**src/rtl/pwm_capture.sv**
```systemverilog
`default_nettype none
// ============================================================================
// Module   : pwm_capture
// Brief    : Measures PWM high time and rise-to-rise period in clk cycles,
//            with timeout/stuck reporting for edge-less inputs.
//            Optional glitch filter enabled by defining PWM_CAP_FILTER_EN.
// Revision : 1.0 - initial release
// ============================================================================
module pwm_capture #(
    parameter int CNT_W    = 16,
    parameter int FILT_LEN = 3
) (
    input  logic             clk,
    input  logic             rst,
    input  logic             pwm_in,
    input  logic             en,
    output logic [CNT_W-1:0] high_cnt,
    output logic [CNT_W-1:0] period_cnt,
    output logic             valid,
    output logic             locked,
    output logic             timeout,
    output logic             stuck
);

    localparam logic [CNT_W-1:0] C_SAT = '1;
    localparam logic [CNT_W-1:0] C_ONE = {{(CNT_W-1){1'b0}}, 1'b1};

    typedef enum logic [1:0] {
        S_IDLE = 2'd0,
        S_ARM  = 2'd1,
        S_HIGH = 2'd2,
        S_LOW  = 2'd3
    } state_t;

    logic r_s1, r_s2, r_s3;
    logic w_lvl, w_rise, w_fall;

    always_ff @(posedge clk or negedge rst) begin
        if (!rst) begin
            r_s1 <= 1'b0;
            r_s2 <= 1'b0;
        end else begin
            r_s1 <= pwm_in;
            r_s2 <= r_s1;
        end
    end

`ifdef PWM_CAP_FILTER_EN
    localparam int C_FCW = $clog2(FILT_LEN + 1);

    logic [C_FCW-1:0] r_fcnt;
    logic             r_filt;

    // Level only follows s2 after FILT_LEN consecutive cycles of disagreement.
    always_ff @(posedge clk or negedge rst) begin
        if (!rst) begin
            r_fcnt <= '0;
            r_filt <= 1'b0;
        end else if (r_s2 != r_filt) begin
            if (r_fcnt == C_FCW'(FILT_LEN - 1)) begin
                r_filt <= r_s2;
                r_fcnt <= '0;
            end else begin
                r_fcnt <= r_fcnt + 1'b1;
            end
        end else begin
            r_fcnt <= '0;
        end
    end

    assign w_lvl = r_filt;
`else
    logic w_unused_filt_len;
    assign w_unused_filt_len = (FILT_LEN > 0);
    assign w_lvl             = r_s2;
`endif

    always_ff @(posedge clk or negedge rst) begin
        if (!rst) r_s3 <= 1'b0;
        else      r_s3 <= w_lvl;
    end

    assign w_rise = w_lvl & ~r_s3;
    assign w_fall = ~w_lvl & r_s3;

    state_t           r_state, w_state_n;
    logic [CNT_W-1:0] r_per, r_hi, r_hil;
    logic [CNT_W-1:0] w_per_n, w_hi_n, w_hil_n, w_high_cnt_n, w_period_cnt_n;
    logic             w_valid_n, w_locked_n, w_timeout_n, w_stuck_n;
    logic             w_sat;

    assign w_sat = (r_per == C_SAT);

    always_ff @(posedge clk or negedge rst) begin
        if (!rst) begin
            r_state    <= S_IDLE;
            r_per      <= '0;
            r_hi       <= '0;
            r_hil      <= '0;
            high_cnt   <= '0;
            period_cnt <= '0;
            valid      <= 1'b0;
            locked     <= 1'b0;
            timeout    <= 1'b0;
            stuck      <= 1'b0;
        end else begin
            r_state    <= w_state_n;
            r_per      <= w_per_n;
            r_hi       <= w_hi_n;
            r_hil      <= w_hil_n;
            high_cnt   <= w_high_cnt_n;
            period_cnt <= w_period_cnt_n;
            valid      <= w_valid_n;
            locked     <= w_locked_n;
            timeout    <= w_timeout_n;
            stuck      <= w_stuck_n;
        end
    end

    always_comb begin
        w_state_n      = r_state;
        w_per_n        = r_per;
        w_hi_n         = r_hi;
        w_hil_n        = r_hil;
        w_high_cnt_n   = high_cnt;
        w_period_cnt_n = period_cnt;
        w_valid_n      = 1'b0;
        w_timeout_n    = 1'b0;
        w_locked_n     = locked;
        w_stuck_n      = stuck;

        if (!en) begin
            w_state_n  = S_IDLE;
            w_per_n    = '0;
            w_hi_n     = '0;
            w_hil_n    = '0;
            w_locked_n = 1'b0;
        end else begin
            case (r_state)
                S_IDLE: begin
                    w_state_n = S_ARM;
                    w_per_n   = C_ONE;
                    w_hi_n    = '0;
                end
                // In ARM r_per doubles as the saturation counter for static inputs.
                S_ARM: begin
                    if (w_rise) begin
                        w_state_n = S_HIGH;
                        w_per_n   = C_ONE;
                        w_hi_n    = C_ONE;
                    end else if (w_sat) begin
                        w_timeout_n = 1'b1;
                        w_stuck_n   = w_lvl;
                        w_locked_n  = 1'b0;
                        w_per_n     = C_ONE;
                    end else begin
                        w_per_n = r_per + 1'b1;
                    end
                end
                S_HIGH: begin
                    if (w_sat) begin
                        w_state_n   = S_ARM;
                        w_timeout_n = 1'b1;
                        w_stuck_n   = w_lvl;
                        w_locked_n  = 1'b0;
                        w_per_n     = C_ONE;
                        w_hi_n      = '0;
                    end else begin
                        w_per_n = r_per + 1'b1;
                        w_hi_n  = r_hi + 1'b1;
                        if (w_fall) begin
                            w_hil_n   = r_hi;
                            w_state_n = S_LOW;
                        end
                    end
                end
                S_LOW: begin
                    if (w_rise) begin
                        w_high_cnt_n   = r_hil;
                        w_period_cnt_n = r_per;
                        w_valid_n      = 1'b1;
                        w_locked_n     = 1'b1;
                        w_stuck_n      = 1'b0;
                        w_per_n        = C_ONE;
                        w_hi_n         = C_ONE;
                        w_state_n      = S_HIGH;
                    end else if (w_sat) begin
                        w_state_n   = S_ARM;
                        w_timeout_n = 1'b1;
                        w_stuck_n   = w_lvl;
                        w_locked_n  = 1'b0;
                        w_per_n     = C_ONE;
                        w_hi_n      = '0;
                    end else begin
                        w_per_n = r_per + 1'b1;
                    end
                end
                default: w_state_n = S_IDLE;
            endcase
        end
    end

endmodule
`default_nettype wire

```
**config.mk**
```make
export PLATFORM = sky130hd
export DESIGN_NAME = pwm_capture
export DESIGN_NICKNAME = d
export VERILOG_FILES = /design/src/rtl/pwm_capture.sv
export SDC_FILE = /design/constraint.sdc
export NUM_CORES = 1
export LEC_CHECK = 0
export CORE_MARGIN = 2
export CORE_UTILIZATION = 57
export CTS_CLUSTER_DIAMETER = 200
export DETAILED_ROUTE_END_ITERATION = 12
export GPL_TIMING_DRIVEN = 1
export PLACE_DENSITY_LB_ADDON = 0.15
export SLEW_MARGIN = 20
export SYNTH_ARGS = -nofsm -noshare
export SYNTH_HDL_FRONTEND = slang
export SYNTH_SLANG_ARGS = --single-unit
```
**constraint.sdc**
```tcl
create_clock -name clk -period 2.8 [get_ports clk]
set_input_delay 0.56 -clock clk [delete_from_list [all_inputs] [get_ports clk]]
set_output_delay 0.56 -clock clk [all_outputs]
set_load 0.05 [all_outputs]
```
# Word-level counts from Yosys, hierarchy flattened
# Cells that the tools add are included.
[op_classes]
n_addsub = 2
n_eq_ne = 13
muxes = 37
bitwise = 4
n_reduce_logical = 9
[ops]
columns = ["cell", "n"]
rows = [
  ["16-bit 2-to-1 mux", 12],
  ["16-bit one-hot mux with 4 select lines", 1],
  ["16-bit one-hot mux with 3 select lines", 1],
  ["16-bit by 1-bit adder with 16-bit output (second input constant)", 2],
  ["16-bit == test (second input constant)", 1],
  ["1-bit 2-to-1 mux", 13],
  ["2-bit 2-to-1 mux", 6],
  ["3-bit AND reduction", 4],
  ["4-bit inequality test (second input constant)", 2],
  ["2-bit one-hot mux with 4 select lines", 1],
  ["3-bit inequality test (second input constant)", 2],
  ["1-bit one-hot mux with 3 select lines", 2],
  ["2-bit == test (second input constant)", 2],
  ["2-bit by 1-bit inequality test with 1-bit output (second input constant)", 2],
  ["2-bit inequality test (second input constant)", 2],
  ["4-bit by 1-bit inequality test with 1-bit output (second input constant)", 1],
  ["2-bit AND reduction", 2],
  ["3-bit nonzero test", 1],
  ["1-bit bitwise AND", 2],
  ["2-bit by 1-bit == test with 1-bit output (second input constant)", 1],
  ["2-bit logical NOT", 1],
  ["1-bit inverter", 2],
  ["1-bit one-hot mux with 2 select lines", 1],
  ["2-bit OR reduction", 1],
]
[word_totals]
ff_bits = 89
in_bits = 4
out_inout_bits = 36
elab_cells = 78

# Longest topological paths before layout
[logic_depth]
word_depth = 6
ltp_mapped = 8
mapped_depth_nobuf = 7

# Worst setup path before layout
# Ideal clock, no wire load.
[synth_timing]
path_type = "register -> register"
start = "reg r_state[0]"
end = "reg r_hi[2]"
t_arrival_ps = 1909
required_time_ps = 2679
setup_slack_ps = 770
path_stages_with_launch = 9
synth_period_minus_slack_ps = 2030
path_cell_list = "dfrtp_1 > ha_1 > clkbuf_1 > nor2_1 > or3_1 > buf_2 > nor2_1 > nor2_1 > a22o_1"
[synth_via]
elab_chain_cells = 3
[synth_rtl]
columns = ["element", "line_no", "text"]
rows = [
  ["start: declaration", "86", "state_t r_state, w_state_n;"],
  ["start signal: assignment", "107", "r_state <= w_state_n;"],
  ["2-bit == test (tied with other cells)", "139", "case (r_state)"],
  ["16-bit one-hot mux with 4 select lines (tied with other cells)", "139", ""],
  ["16-bit 2-to-1 mux or 2-bit AND reduction (tied branches)", "n/a", ""],
  ["end signal: assignment", "109", "r_hi <= w_hi_n;"],
  ["end: declaration", "87", "logic [CNT_W-1:0] r_per, r_hi, r_hil;"],
]
# Parallel ways exist; a longest one is shown, timed or not.
# A chain may end at the register's enable or synchronous reset.

# Final worst setup path
[layout_timing]
start = "reg r_per[0]"
end = "reg r_per[12]"
[layout_via]
elab_chain_cells = 5
[layout_rtl]
columns = ["element", "line_no", "text"]
rows = [
  ["start: declaration", "87", ""],
  ["start signal: assignment", "108", "r_per <= w_per_n;"],
  ["16-bit by 1-bit adder with 16-bit output or 16-bit == test (tied branches)", "n/a", ""],
  ["16-bit 2-to-1 mux *", "151, 161, 187", ""],
  ["16-bit 2-to-1 mux", "178", "if (w_rise) begin"],
  ["16-bit one-hot mux with 3 select lines *", "139", ""],
  ["16-bit 2-to-1 mux *", "132", "if (!en) begin"],
  ["named net w_per_n[12]", "88", "logic [CNT_W-1:0] w_per_n, w_hi_n, w_hil_n, w_high_cnt_n, w_period_cnt_n;"],
]
# Mark *: on every way through the listed nets, which the timed path passes. The rest lies on a longest branch.

==> out/metrics.yaml <==
status:
  status: "finished, final reports clean"
power_and_ir_drop:
  powerDensity_nw_per_um2: 596.0
  max-vdd-ir-drop_v: 0.0004382
  power_frac_seq_pct: 49.2
  p_sw_w: 0.0008063
  combPwrFrac_pct: 18.3
  internal-power_w: 0.002001
  p_sw_share_pct: 28.72
  clkPwrFrac_pct: 32.5
  leakagePower_nw: 2.069
sta:
  setup_tns_ps: 0
  clock.fmax_mhz: 426.7
  hold_violations: 0
  rsz0062_at_grt: "false"
  finalSetupViolCount: 0
  worst_clock_skew_ps: 8.708
  worst_pin_slew_ps: 614.3
  setup_ws_ps: 456.2
  min_period_ps: 2344
  finalCritPeriodShare_pct: 83.71
  max_slew_margin_pct: 58.95
  drv_slew: 0
  hold_ws_ps: 163.2
hold_path:
  hold_path_class: "in2async"
finish:
  nFillCells: 553
  area_growth_pct: 17.55
  multiInputGateArea_um2: 1668
  seq_area_um2: 2227
  fin_util_pct: 69.34
  num_antenna_cells: 0
  final_nets: 408
  drive_gt1_share_pct: 14.21
global_routing:
  grt_pass1_wl_um: 12850
  grt_pass1_vias: 2715
  antenna_found_initial: 0
  grt_usage_pct: 21.91
  grt.overflow.total: 0
  grt_max_degree: 54
yosys:
  yosysUniqueCellTypes: 46
  yosysWarningCount: 0
  synth_edf_count: 0
  async_flop_share_pct: 100.0
  synth_ff_type: "dfrtp_1"
  synth_cells: 354
  syn_nets: 364
  synth_area_um2: 4008
  ys_seq_area_share_pct: 55.57
  ys_seq_elements: 89
  avgSynthCellArea_um2: 11.32
route:
  wl_per_cell_um: 14.92
  routed_via_density: 5.529
  vias: 2748
  firstDrtPassIters: 4
  drc: 0
  drt_iter0_markers: 218
  routed_wl_um: 7415
  detail-route-antenna-nets: 0
placed_design:
  port-buffer-count: 39
  dpl_worst_slack_ps: 349.8
  hpwl_um: 5161
  gp_congestion: 0.8114
setup_path:
  worst-setup-path-type: "reg2reg"
  cp-end-kind: "flop"
  cp-start-kind: "flop"
  worstPathArrival_ps: 2550
  critPathRequiredTime_ps: 3010
  crit_fanout: 15
cts:
  ctsHoldBuffers: 0
  numCtsBuffers: 9
  htreeDepth: 3
  cts_tree: "done"
  post_cts_buffers: 0
  cts_root_buf: "clkbuf_8"
  clkSinkCount: 89
  post_cts_resized: 0
  clock_latency_ps: 350
  cts.path.max_buffers: 2
  clk_pin_slew_ps: 90
die:
  die_w_um: 87.85
  coreArea_um2: 6794
  die_area_um2: 7718
  io_pins: 40
  die_h_um: 87.85
  initial_core_util_pct: 58.99
  rows: 30
run:
  maxCapViolCount: 0
[power by group through the flow]
stage               combinational (W)  clock [W]  sequential (W)
detailed placement           0.000515          0         0.00141
global placement             0.000502          0         0.00140
finish                       0.000515   0.000911         0.00138
CTS                          0.000516   0.000932         0.00138
global route                 0.000576   0.000980         0.00139
floorplan                    0.000331          0         0.00143
[final timing paths]
| kind | cells past startpoint | from | endpoint | slack (ps) |
|---|---|---|---|---|
| max | 5 | r_per[0] | r_per[12] | 460 |
| min | 1 | rst | period_cnt[11] | 160 |
| max reg2reg | 5 | r_per[0] | r_per[12] | 460 |
| min reg2reg | 0 | r_s1 | r_s2 | 360 |
| max in group asynchronous | 2 | rst | r_hi[8] | 2000 |
| min in group clk | 0 | r_s1 | r_s2 | 360 |
[metal layers]
layer	global-route usage, %	share of wire [%]	vias up
li1	-	-	1315
met1	28.09	44	1362
met2	36.43	50	56
met3	3.676	3.3	15
met4	10.35	2.7	0
met5	0	0	-
[placed cells by master (no fill, tap or decap), types with 3 or more instances in the layout]
cell type	n
mux2_2	30
inv_1	12
a21oi_1	5
or3_1	3
o211ai_1	5
buf_4	7
clkbuf_8	9
nor2b_1	4
o2111ai_1	3
nand2b_1	4
nand2_1	17
clkdlybuf4s50_1	38
xor2_1	10
nor2_1	56
dfrtp_1	89
nand4_1	5
a22o_1	4
xnor2_1	13
and3_1	3
nand3_1	11
nor3_1	6
mux2i_1	16
ha_1	6
o21ai_0	14
[through the flow]
stage	area [um^2]	cells	total power [W]
finish	4711	497	0.002808
CTS	4706	497	0.002829
global route	4711	497	0.002945
floorplan	4008	354	0.001763
global placement	4508	483	0.001904
detailed placement	4508	483	0.001921
[logic make-up (layout without fill, tap and decap cells)]
logic type	Yosys count	count (layout)	share of synthesized area, %
XOR/XNOR	23	23	5.026
buffers and inverters	25	72	2.934
AND/OR/NAND/NOR	122	122	14.55
multiplexers	46	46	12.43
flip-flops	89	89	55.57
AO/OA/AOI/OAI	43	43	7.618
adder cells (fa/ha/maj)	6	6	1.873
[synth_stat cells (all sizes together) (4+ instances only)]
library cell  instances  area share [%]
clkbuf                7            0.69
o211ai                5            0.94
ha                    6             1.9
buf                   6             1.1
a22o                  4            0.87
dfrtp                89              56
xor2                 10             2.2
o21ai                16             2.0
nand4                 7             1.4
nor2                 57             5.4
nor2b                 4            0.62
nand2                17             1.6
nor3                  6            0.75
xnor2                13             2.8
inv                  12             1.1
nand2b                4            0.62
mux2                 30             8.4
mux2i                16             4.0
nand3                12             1.6
a21oi                 5            0.62
[layout make-up]
class                   instances  area share, %
repair buffers                 46          9.615
clock inverters                 4          1.487
multi-input cells             240          35.41
inverters                      12         0.9562
well taps                      96          2.550
flip-flops and latches         89          47.28
clock buffers                  10          2.709
[sequential cells by signal (all words and copies together) (netlist names)]
signal	count
high_cnt	16
r_hi	16
period_cnt	16
r_s1	1
valid	1
r_s2	1
timeout	1
r_state	2
locked	1
r_hil	16
r_per	16
r_s3	1
stuck	1
[worst max-delay path: stages (launching register included)]
cell and delay [ps]:
dfrtp_1 430, ha_1 270, nand4_2 160, or4_1 720, nand2b_1 510, nor2_1 110
Note: power is estimated with default switching activity, not from simulation.
